==> config.mk <==
export PLATFORM = sky130hd
export DESIGN_NAME = ul_frame_transmitter_flat
export DESIGN_NICKNAME = d
export VERILOG_FILES = /design/src/rtl/ul_frame_transmitter_pkg.sv /design/src/rtl/ul_frame_transmitter_if.sv /design/src/rtl/ul_frame_transmitter_bit_shifter.sv /design/src/rtl/ul_frame_transmitter.sv /design/src/flat_wrapper.sv
export SDC_FILE = /design/constraint.sdc
export NUM_CORES = 1
export LEC_CHECK = 0
export ABC_AREA = 1
export CORE_ASPECT_RATIO = 1.25
export CORE_MARGIN = 10
export CORE_UTILIZATION = 59
export CTS_CLUSTER_DIAMETER = 150
export DETAILED_ROUTE_END_ITERATION = 8
export GPL_TIMING_DRIVEN = 0
export PLACE_DENSITY_LB_ADDON = 0.1
export SYNTH_ARGS = -nofsm -noshare
export SYNTH_HDL_FRONTEND = slang
export SYNTH_SLANG_ARGS = --single-unit
==> constraint.sdc <==
create_clock -name clk -period 4.63 [get_ports clk]
set_clock_uncertainty 0.2 [all_clocks]
set_input_delay 1.1575 -clock clk [delete_from_list [all_inputs] [get_ports clk]]
set_output_delay 1.1575 -clock clk [all_outputs]
set_load 0.05 [all_outputs]
==> src/rtl/ul_frame_transmitter_pkg.sv <==
`default_nettype none
// ============================================================================
//  Module   : fec_pkg
//  Brief    : Shared types and constants for the uplink frame transmitter:
//             FSM state encoding, packet sizes, preamble length and the
//             saturating message-byte counter update.
//  Revision : 1.0 - initial release
// ============================================================================
package fec_pkg;

    localparam int DL_PREAMBLE_COUNT   = 8;
    localparam int UL_ID_PKT_BITS      = 24;
    localparam int UL_DATA_PKT_BITS    = 80;
    localparam int UL_BYTES_PER_FRAME  = 7;
    localparam int UL_SERIAL_DIV_WIDTH = 8;

    typedef enum logic [2:0] {
        S_IDLE       = 3'd0,
        S_PREAMBLE   = 3'd1,
        S_ID_SHIFT   = 3'd2,
        S_DATA_WAIT  = 3'd3,
        S_DATA_SHIFT = 3'd4,
        S_DONE       = 3'd5
    } ul_tx_state_t;

    // Byte count after one more data frame, saturating at the message length.
    // The sum is formed 9 bits wide so lengths near 255 cannot wrap.
    function automatic logic [7:0] ul_next_msg_cnt(input logic [7:0] cnt,
                                                   input logic [7:0] len);
        logic [8:0] sum;
        sum = {1'b0, cnt} + 9'(UL_BYTES_PER_FRAME);
        return (sum > {1'b0, len}) ? len : sum[7:0];
    endfunction

endpackage
`default_nettype wire

==> src/rtl/ul_frame_transmitter_if.sv <==
`default_nettype none
// ============================================================================
//  Module   : ul_frame_transmitter_if
//  Brief    : Message request, data-packet handshake and serial line bundle
//             between the encoder side (master) and the transmitter (slave).
//  Revision : 1.0 - initial release
// ============================================================================
interface ul_frame_transmitter_if
    import fec_pkg::*;
#(
    parameter int SERIAL_DIV_WIDTH = UL_SERIAL_DIV_WIDTH,
    parameter int ID_PKT_BITS      = UL_ID_PKT_BITS,
    parameter int DATA_PKT_BITS    = UL_DATA_PKT_BITS
) ();

    logic                        start;
    logic [SERIAL_DIV_WIDTH-1:0] clk_div;
    logic [7:0]                  msg_len;
    logic [ID_PKT_BITS-1:0]      id_pkt;
    logic [DATA_PKT_BITS-1:0]    data_pkt;
    logic                        data_valid;
    logic                        data_ready;
    logic                        ul_out;
    logic                        ul_en;
    logic                        busy;
    logic                        done;
    logic [7:0]                  msg_cnt;

    modport master (
        output start, clk_div, msg_len, id_pkt, data_pkt, data_valid,
        input  data_ready, ul_out, ul_en, busy, done, msg_cnt
    );

    modport slave (
        input  start, clk_div, msg_len, id_pkt, data_pkt, data_valid,
        output data_ready, ul_out, ul_en, busy, done, msg_cnt
    );

endinterface
`default_nettype wire

==> src/rtl/ul_frame_transmitter_bit_shifter.sv <==
`default_nettype none
// ============================================================================
//  Module   : ul_bit_shifter
//  Brief    : Parallel-load MSB-first serializer with programmable bit period.
//             A load starts a new burst of nbits bits on the following cycle;
//             last_bit flags the final cycle of the final bit so the caller
//             can chain the next load without a gap.
//  Revision : 1.0 - initial release
// ============================================================================
module ul_bit_shifter #(
    parameter int WIDTH     = 80,
    parameter int DIV_WIDTH = 8,
    parameter int CNT_WIDTH = $clog2(WIDTH + 1)
) (
    input  wire logic                 clk,
    input  wire logic                 rst,
    input  wire logic                 load,
    input  wire logic [WIDTH-1:0]     load_data,
    input  wire logic [CNT_WIDTH-1:0] nbits,
    input  wire logic [DIV_WIDTH-1:0] clk_div,
    output logic                      bit_out,
    output logic                      bit_en,
    output logic                      last_bit
);

    logic [WIDTH-1:0]     sr_q,       sr_d;
    logic [DIV_WIDTH-1:0] div_cnt_q,  div_cnt_d;
    logic [CNT_WIDTH-1:0] bits_left_q, bits_left_d;
    logic                 active_q,   active_d;
    logic                 w_period_end;

    assign w_period_end = (div_cnt_q == clk_div);
    assign last_bit     = active_q && w_period_end && (bits_left_q == '0);
    assign bit_en       = active_q;
    assign bit_out      = active_q & sr_q[WIDTH-1];

    // Shifter state register
    always_ff @(posedge clk) begin
        if (rst) begin
            sr_q        <= '0;
            div_cnt_q   <= '0;
            bits_left_q <= '0;
            active_q    <= 1'b0;
        end else begin
            sr_q        <= sr_d;
            div_cnt_q   <= div_cnt_d;
            bits_left_q <= bits_left_d;
            active_q    <= active_d;
        end
    end

    // Load, hold each bit clk_div+1 cycles, then shift; stop after the last bit
    always_comb begin
        sr_d        = sr_q;
        div_cnt_d   = div_cnt_q;
        bits_left_d = bits_left_q;
        active_d    = active_q;
        if (load) begin
            sr_d        = load_data;
            div_cnt_d   = '0;
            bits_left_d = nbits - 1'b1;
            active_d    = 1'b1;
        end else if (active_q) begin
            if (w_period_end) begin
                div_cnt_d = '0;
                sr_d      = {sr_q[WIDTH-2:0], 1'b0};
                if (bits_left_q == '0) begin
                    active_d = 1'b0;
                end else begin
                    bits_left_d = bits_left_q - 1'b1;
                end
            end else begin
                div_cnt_d = div_cnt_q + 1'b1;
            end
        end
    end

endmodule
`default_nettype wire

==> src/rtl/ul_frame_transmitter.sv <==
`default_nettype none
// ============================================================================
//  Module   : ul_frame_transmitter
//  Brief    : Uplink message framer. Sends preamble + ID packet, then one
//             preamble + data packet frame per 7 message bytes, serialized
//             MSB first at a programmable bit period.
//  Revision : 1.0 - initial release
// ============================================================================
module ul_frame_transmitter
    import fec_pkg::*;
#(
    parameter int SERIAL_DIV_WIDTH = UL_SERIAL_DIV_WIDTH,
    parameter int PREAMBLE_COUNT   = DL_PREAMBLE_COUNT,
    parameter int ID_PKT_BITS      = UL_ID_PKT_BITS,
    parameter int DATA_PKT_BITS    = UL_DATA_PKT_BITS
) (
    input  wire logic              clk,
    input  wire logic              rst,
    ul_frame_transmitter_if.slave  bus
);

    localparam int CNT_WIDTH = $clog2(DATA_PKT_BITS + 1);

    // Alternating 1,0,1,0... training pattern, MSB-aligned in the shifter.
    function automatic logic [DATA_PKT_BITS-1:0] preamble_pattern();
        logic [DATA_PKT_BITS-1:0] p;
        p = '0;
        for (int i = 0; i < PREAMBLE_COUNT; i++) begin
            p[DATA_PKT_BITS-1-i] = ~i[0];
        end
        return p;
    endfunction

    localparam logic [DATA_PKT_BITS-1:0] PREAMBLE_PAT = preamble_pattern();

    ul_tx_state_t                state_q,      state_d;
    logic                        frame_data_q, frame_data_d;
    logic [SERIAL_DIV_WIDTH-1:0] clk_div_q,    clk_div_d;
    logic [7:0]                  msg_len_q,    msg_len_d;
    logic [7:0]                  msg_cnt_q,    msg_cnt_d;
    logic [ID_PKT_BITS-1:0]      id_pkt_q,     id_pkt_d;
    logic [DATA_PKT_BITS-1:0]    data_pkt_q,   data_pkt_d;

    logic                        sh_load;
    logic [DATA_PKT_BITS-1:0]    sh_data;
    logic [CNT_WIDTH-1:0]        sh_nbits;
    logic                        sh_last_bit;
    logic                        data_ready;
    logic                        busy;
    logic                        done;

    ul_bit_shifter #(
        .WIDTH     (DATA_PKT_BITS),
        .DIV_WIDTH (SERIAL_DIV_WIDTH),
        .CNT_WIDTH (CNT_WIDTH)
    ) u_shifter (
        .clk       (clk),
        .rst       (rst),
        .load      (sh_load),
        .load_data (sh_data),
        .nbits     (sh_nbits),
        .clk_div   (clk_div_q),
        .bit_out   (bus.ul_out),
        .bit_en    (bus.ul_en),
        .last_bit  (sh_last_bit)
    );

    assign bus.data_ready = data_ready;
    assign bus.busy       = busy;
    assign bus.done       = done;
    assign bus.msg_cnt    = msg_cnt_q;

    // State and message-context registers
    always_ff @(posedge clk) begin
        if (rst) begin
            state_q      <= S_IDLE;
            frame_data_q <= 1'b0;
            clk_div_q    <= '0;
            msg_len_q    <= '0;
            msg_cnt_q    <= '0;
            id_pkt_q     <= '0;
            data_pkt_q   <= '0;
        end else begin
            state_q      <= state_d;
            frame_data_q <= frame_data_d;
            clk_div_q    <= clk_div_d;
            msg_len_q    <= msg_len_d;
            msg_cnt_q    <= msg_cnt_d;
            id_pkt_q     <= id_pkt_d;
            data_pkt_q   <= data_pkt_d;
        end
    end

    // Next-state and context updates: frame sequencing and byte counting
    always_comb begin
        state_d      = state_q;
        frame_data_d = frame_data_q;
        clk_div_d    = clk_div_q;
        msg_len_d    = msg_len_q;
        msg_cnt_d    = msg_cnt_q;
        id_pkt_d     = id_pkt_q;
        data_pkt_d   = data_pkt_q;
        case (state_q)
            S_IDLE: begin
                if (bus.start) begin
                    clk_div_d    = bus.clk_div;
                    msg_len_d    = bus.msg_len;
                    id_pkt_d     = bus.id_pkt;
                    msg_cnt_d    = '0;
                    frame_data_d = 1'b0;
                    state_d      = S_PREAMBLE;
                end
            end
            S_PREAMBLE: begin
                if (sh_last_bit) begin
                    state_d = frame_data_q ? S_DATA_SHIFT : S_ID_SHIFT;
                end
            end
            S_ID_SHIFT: begin
                if (sh_last_bit) begin
                    state_d = (msg_len_q == 8'd0) ? S_DONE : S_DATA_WAIT;
                end
            end
            S_DATA_WAIT: begin
                if (bus.data_valid) begin
                    data_pkt_d   = bus.data_pkt;
                    msg_cnt_d    = ul_next_msg_cnt(msg_cnt_q, msg_len_q);
                    frame_data_d = 1'b1;
                    state_d      = S_PREAMBLE;
                end
            end
            S_DATA_SHIFT: begin
                if (sh_last_bit) begin
                    state_d = (msg_cnt_q >= msg_len_q) ? S_DONE : S_DATA_WAIT;
                end
            end
            S_DONE:  state_d = S_IDLE;
            default: state_d = S_IDLE;
        endcase
    end

    // Outputs and shifter loads; loads coincide with transitions so frames
    // start the cycle after the triggering edge and packets follow gaplessly
    always_comb begin
        data_ready = 1'b0;
        busy       = (state_q != S_IDLE);
        done       = 1'b0;
        sh_load    = 1'b0;
        sh_data    = PREAMBLE_PAT;
        sh_nbits   = CNT_WIDTH'(PREAMBLE_COUNT);
        case (state_q)
            S_IDLE: begin
                sh_load = bus.start;
            end
            S_PREAMBLE: begin
                if (sh_last_bit) begin
                    sh_load = 1'b1;
                    if (frame_data_q) begin
                        sh_data  = data_pkt_q;
                        sh_nbits = CNT_WIDTH'(DATA_PKT_BITS);
                    end else begin
                        sh_data  = {id_pkt_q, {(DATA_PKT_BITS-ID_PKT_BITS){1'b0}}};
                        sh_nbits = CNT_WIDTH'(ID_PKT_BITS);
                    end
                end
            end
            S_DATA_WAIT: begin
                data_ready = 1'b1;
                sh_load    = bus.data_valid;
            end
            S_DONE: begin
                done = 1'b1;
            end
            default: ;
        endcase
    end

endmodule
`default_nettype wire

==> src/flat_wrapper.sv <==
// flat-port wrapper written by rule: the top's interface ports become plain ports
module ul_frame_transmitter_flat import fec_pkg::*;
#(
    parameter int SERIAL_DIV_WIDTH = UL_SERIAL_DIV_WIDTH,
    parameter int PREAMBLE_COUNT   = DL_PREAMBLE_COUNT,
    parameter int ID_PKT_BITS      = UL_ID_PKT_BITS,
    parameter int DATA_PKT_BITS    = UL_DATA_PKT_BITS
)
  (clk, rst, bus_start, bus_clk_div, bus_msg_len, bus_id_pkt, bus_data_pkt, bus_data_valid, bus_data_ready, bus_ul_out, bus_ul_en, bus_busy, bus_done, bus_msg_cnt);
  ul_frame_transmitter_if #(.SERIAL_DIV_WIDTH(SERIAL_DIV_WIDTH), .ID_PKT_BITS(ID_PKT_BITS), .DATA_PKT_BITS(DATA_PKT_BITS)) bus_i ();
  input  wire logic clk;
  input  wire logic rst;
  input wire logic [$bits(bus_i.start)-1:0] bus_start;
  input wire logic [$bits(bus_i.clk_div)-1:0] bus_clk_div;
  input wire logic [$bits(bus_i.msg_len)-1:0] bus_msg_len;
  input wire logic [$bits(bus_i.id_pkt)-1:0] bus_id_pkt;
  input wire logic [$bits(bus_i.data_pkt)-1:0] bus_data_pkt;
  input wire logic [$bits(bus_i.data_valid)-1:0] bus_data_valid;
  output wire logic [$bits(bus_i.data_ready)-1:0] bus_data_ready;
  output wire logic [$bits(bus_i.ul_out)-1:0] bus_ul_out;
  output wire logic [$bits(bus_i.ul_en)-1:0] bus_ul_en;
  output wire logic [$bits(bus_i.busy)-1:0] bus_busy;
  output wire logic [$bits(bus_i.done)-1:0] bus_done;
  output wire logic [$bits(bus_i.msg_cnt)-1:0] bus_msg_cnt;
  assign bus_i.start = bus_start;
  assign bus_i.clk_div = bus_clk_div;
  assign bus_i.msg_len = bus_msg_len;
  assign bus_i.id_pkt = bus_id_pkt;
  assign bus_i.data_pkt = bus_data_pkt;
  assign bus_i.data_valid = bus_data_valid;
  assign bus_data_ready = bus_i.data_ready;
  assign bus_ul_out = bus_i.ul_out;
  assign bus_ul_en = bus_i.ul_en;
  assign bus_busy = bus_i.busy;
  assign bus_done = bus_i.done;
  assign bus_msg_cnt = bus_i.msg_cnt;
  ul_frame_transmitter #(.SERIAL_DIV_WIDTH(SERIAL_DIV_WIDTH), .PREAMBLE_COUNT(PREAMBLE_COUNT), .ID_PKT_BITS(ID_PKT_BITS), .DATA_PKT_BITS(DATA_PKT_BITS)) u_core (.clk(clk), .rst(rst), .bus(bus_i));
endmodule
* Word-level counts from Yosys, hierarchy flattened
Index checks and enable logic that the tools add are counted.
Word-level totals: bits in registers 228, input bits 124, output and inout bits 13, logic and storage cells 84
Cells by class: $add $sub $neg 4, $lt $le $gt $ge 2, equality and inequality tests 12, muxes and demuxes 38, bitwise operators 1, reduce and logical (&&, ||, !) cells 16
Operators by type and width (count):
- $mux W80 | 6
- $mux W7 | 7
- $mux W8 | 4
- $mux W3 | 8
- $pmux W8 S2 | 1
- $pmux W3 S5 | 1
- $sub A7 B1 Y7 const B | 2
- $add A8 B3 Y9 const B | 1
- $gt A9 B8 Y1 | 1
- $mux W1 | 9
- $add A8 B1 Y8 const B | 1
- $eq A8 B8 Y1 | 1
- $ge A8 B8 Y1 | 1
- $logic_not A8 Y1 | 1
- $ne A2 B1 Y1 const B | 4
- $logic_not A7 Y1 | 1
- $eq A3 B2 Y1 const B | 2
- $eq A3 B3 Y1 const B | 2
- $reduce_and A2 Y1 | 3
- $reduce_and A3 Y1 | 2
- $reduce_bool A2 Y1 | 3
- $reduce_and A5 Y1 | 1
- $ne A2 B2 Y1 const B | 2
- $eq A3 B1 Y1 const B | 1
- 7 further kinds | 8

* Logic depth before layout (Yosys ltp)
depth after elaboration 7, depth in mapped cells 20

* Cells and area by module
A second synthesis with hierarchy kept.
Second synthesis, totals: cells, all modules 1549, area total of the unflattened synthesis 11133.2 µm²
By module, submodules not included:
- ul_frame_transmitter | times used 1, cells each 856, area an instance 6140.9 µm², seq. area each 2642.5 µm²
- ul_bit_shifter | times used 1, cells each 693, area an instance 4992.3 µm², seq. area each 1921.8 µm²

* Least setup slack after synthesis
OpenSTA, ideal clock, no wires.
path type register to register, start register u_core.msg_cnt_q[0] (netlist: u_core.bus.msg_cnt[0]), end register u_core.msg_cnt_q[6] (netlist: u_core.bus.msg_cnt[6]), arrival time 2.909 ns, data required time 4.360 ns, setup slack 1.450 ns, cell stages (with the launch flop) 19, buffers on the path 1, period minus slack after synthesis 3.180 ns, cells stage by stage dfxtp_1 > inv_1 > ha_1 > nand2_1 > nand2_1 > nor2_1 > nand2_1 > xor2_1 > inv_1 > ha_1 > nand2_1 > inv_1 > nand3_1 > o31ai_1 > nand2_1 > buf_2 > a21oi_1 > o21ai_0 > a21oi_1
Between the ends: word-level cells in the longest chain between the ends 5
RTL lines:
- start: declaration | line ul_frame_transmitter.sv:40 | logic [7:0] msg_cnt_q, msg_cnt_d;
- start signal: assignment | line ul_frame_transmitter.sv:88 | msg_cnt_q <= msg_cnt_d;
- $add A8 B3 Y9 * | line ul_frame_transmitter_pkg.sv:31 | sum = {1'b0, cnt} + 9'(UL_BYTES_PER_FRAME);
- $gt A9 B8 Y1 | line ul_frame_transmitter_pkg.sv:32 | return (sum > {1'b0, len}) ? len : sum[7:0];
- $mux W8 * | line ul_frame_transmitter_pkg.sv:32
- $mux W8 * | line ul_frame_transmitter.sv:125 | if (bus.data_valid) begin
- $pmux W8 S2 * | line ul_frame_transmitter.sv:103 | case (state_q)
Every way passes the cells marked *; elsewhere a longest branch is shown, timed or not. The select of a mux whose other input is x is not followed. A chain may end at the register's enable or synchronous reset.

* Worst setup path in the final report
start register u_core.state_q[1], end output port bus_data_ready
Between the ends: word-level cells in the longest chain between the ends 2
RTL lines:
- start: declaration | line ul_frame_transmitter.sv:36 | ul_tx_state_t state_q, state_d;
- start signal: assignment | line ul_frame_transmitter.sv:84 | state_q <= state_d;
- $eq A3 B2 Y1 | line ul_frame_transmitter.sv:151 | case (state_q)
- $mux W1 | line ul_frame_transmitter.sv:151
- end: declaration | line flat_wrapper.sv:19 | output wire logic [$bits(bus_i.data_ready)-1:0] bus_data_ready;
Every way passes these cells.

==> metrics.yaml <==
timing.rr.end: "u_core.bus.msg_cnt[6]"
antenna_found_initial: 0
cp_cell_sequence: "nand2_1, nor2_1, clkdlybuf4s50_1"
r2r_start: "u_core.bus.msg_cnt[0]"
power_density_mw_per_mm2: 522
vias: 9819
final_cell_mix: "nand2_1 (308), a21oi_1 (231), dfxtp_1 (228), o21ai_0 (224), clkdlybuf4s50_1 (135)"
tritoncts: "built"
required_ns: 3.27
first_pass_iters: 5
startpoint_type: "register"
cts-hold-fix-buffers: 0
finalCritPeriodShare: 0.736
antennaDiodeCount: 0
leakage_nw: 4.58
finalHoldViolCount: 0
cp_num_buf_inv: 1
postPlaceCellArea_mm2: 0.0117
pre_cts_slack_ns: 0.993
syn_area_mm2: 0.0100
clock_latency_ns: 0.51
final_common_cell: "nand2_1"
grt_pass1_wl_um: 45200
finalInstanceArea_mm2: 0.0124
max_freq_mhz: 294
end_kind: "output pin"
ctsResizeCount: 0
portBuffers: 135
worst_hold_slack_ns: 0.247
route.detailed.drc: 0
fin_nets: 1692
tightestPinTransition_ns: 0.770
grt_max_degree: 15
clockBufferDepth: 3
final.setup.tns_ns: 0
critPathMaxStageDelay_ns: 0.84
fin_ws_ns: 1.22
whs_path_depth: 2
fin_crit_ns: 3.41
reg2reg_depth: 18
hold_path.class: "register to register"
synth_nets: 1533
cts_buffers: 22
ir_worst_vdd_mv: 0.309
drt-initial-drc-count: 705
synth_ff_type: "dfxtp_1"
synth-edff-count: 0
wl_per_cell_um: 15.5
nFillCells: 1365
start_util: 0.598
wirelength_um: 27600
postRouteAntennaNets: 0
hp-start: "u_core.id_pkt_q[13]"
yosysSeqAreaShare: 0.455
crit_fanout: 6
cap_violations: 0
core_area_mm2: 0.0168
cts_num_sinks: 228
drv_slew: 0
path_delay_family: "buffers and inverters"
whs_endpoint: "u_core.id_pkt_q[13]"
drive_gt1_frac: 0.0601
crit_arrival_ns: 2.05
dieArea_mm2: 0.0227
area_delta_synth_final_pct: 23.7
crit_path_top_delay_cell: "clkdlybuf4s50_1"
htree_levels: 1
final_core_util: 0.740
root_buffer: "clkbuf_16"
dpl.hpwl_um: 19700
postSynthAreaPerCell_um2: 7.22
crit_type: "register to output pin"
grt_overflow_total: 0
status: "completed"
r2r_setup_slack_ns: 1.41
rows: 53
grt_util_all_layers: 0.236
setup_violations: 0
rsz0062_at_grt: "no"
vias_per_cell: 5.50
cp.depth: 3
gp_congestion: 0.919
async_reset_ff_frac: 0
die_w_um: 137
grt_pass1_vias: 9537
die_h_um: 166
netlist_instances: 1390
synth_cell_type_count: 39
relSlewSlack: 0.487
io_pins: 137
cts_setup_buffers: 0
yosys_warnings: 0
synth_seq_cells: 228
clk_pin_slew_ns: 0.07
-- area by class of cell --
class / instances / area, um^2 / share of cell area
Multi-Input combinational cell: 957 / 4640 / 0.374
Sequential cell: 228 / 4560 / 0.368
Timing Repair Buffer: 135 / 1350 / 0.109
Clock buffer: 32 / 639 / 0.0515
Buffer: 99 / 432 / 0.0348
Inverter: 106 / 400 / 0.0323
Tap cell: 220 / 275 / 0.0222
Clock inverter: 7 / 113 / 0.00907
-- Yosys cell counts (all sizes together) (7+ instances only) --
cell / n / area, um^2
o21ai: 244 / 1220
dfxtp: 228 / 4560
clkbuf: 76 / 293
inv: 104 / 393
buf: 23 / 139
nor2: 42 / 178
a21oi: 231 / 1160
nor3: 7 / 40.0
nand3: 70 / 360
nand4: 8 / 65.1
ha: 19 / 238
nand2: 313 / 1200
-- how the worst max path moves through the flow --
| stage | from | end | slack [ns] |
|---|---|---|---|
| final | u_core.state_q[1] | bus_data_ready | 1.22 |
| after global routing | u_core.bus.msg_cnt[0] | u_core.bus.msg_cnt[7] | 1.05 |
| after CTS | u_core.state_q[1] | bus_data_ready | 1.22 |
| after detailed placement | bus_start | u_core.u_shifter.bits_left_q[6] | 0.99 |
| after global placement | bus_start | u_core.u_shifter.bits_left_q[6] | 0.99 |
| after floorplan | u_core.bus.msg_cnt[0] | u_core.bus.msg_cnt[6] | 1.45 |
-- worst reg2reg max path: stages (launching register included) --
cell and delay [ns]:
dfxtp_1 0.40, inv_1 0.11, ha_1 0.23, nand2_1 0.08
nand2_1 0.09, nor2_1 0.15, nand2_1 0.08, xor2_1 0.19
inv_1 0.08, ha_1 0.33, a21oi_1 0.14, o211ai_1 0.10
nor2_1 0.11, o31ai_1 0.07, nand2_1 0.20, buf_2 0.26
a21oi_1 0.08, o21ai_0 0.10, a21oi_1 0.08
-- stage by stage --
step           std cells  power, W
2_1_floorplan       1390   0.00399
3_3_place_gp        1745   0.00452
3_5_place_dp        1745   0.00457
4_1_cts             1784   0.00646
5_1_grt             1784   0.00686
6_report            1784   0.00648
-- routing by layer --
layer | vias up | track usage | share of wire
li1 | 4961 | - | -
met1 | 4513 | 0.289 | 0.43
met2 | 301 | 0.412 | 0.49
met3 | 44 | 0.0375 | 0.058
met4 | 0 | 0.0650 | 0.022
met5 | - | 0 | 0
-- registers in the layout, indices dropped and copies added, names as in the netlist --
signal,cells
u_core.u_shifter.bits_left_q,7
u_core.frame_data_q,1
u_core.state_q,3
u_core.bus.msg_cnt,8
u_core.u_shifter.bit_en,1
u_core.clk_div_q,8
u_core.id_pkt_q,24
u_core.data_pkt_q,80
u_core.u_shifter.sr_q,80
u_core.u_shifter.div_cnt_q,8
u_core.msg_len_q,8
-- report_power, final --
part           internal, W  leakage, nW  switching (W)  total [W]
sequential         0.00239         1.86       0.000208    0.00260
combinational     0.000710         2.35        0.00128    0.00199
clock              0.00113        0.366       0.000764    0.00189
-- kinds of logic after synthesis --
logic type / count (synthesis) / share of synthesized area
compound gates: 488 / 0.247
flops: 228 / 0.455
xor+xnor: 8 / 0.00698
simple gates: 442 / 0.185
buf+inv: 205 / 0.0829
fa+ha+maj: 19 / 0.0237
No activity file was read; power rests on OpenSTA's default activity.
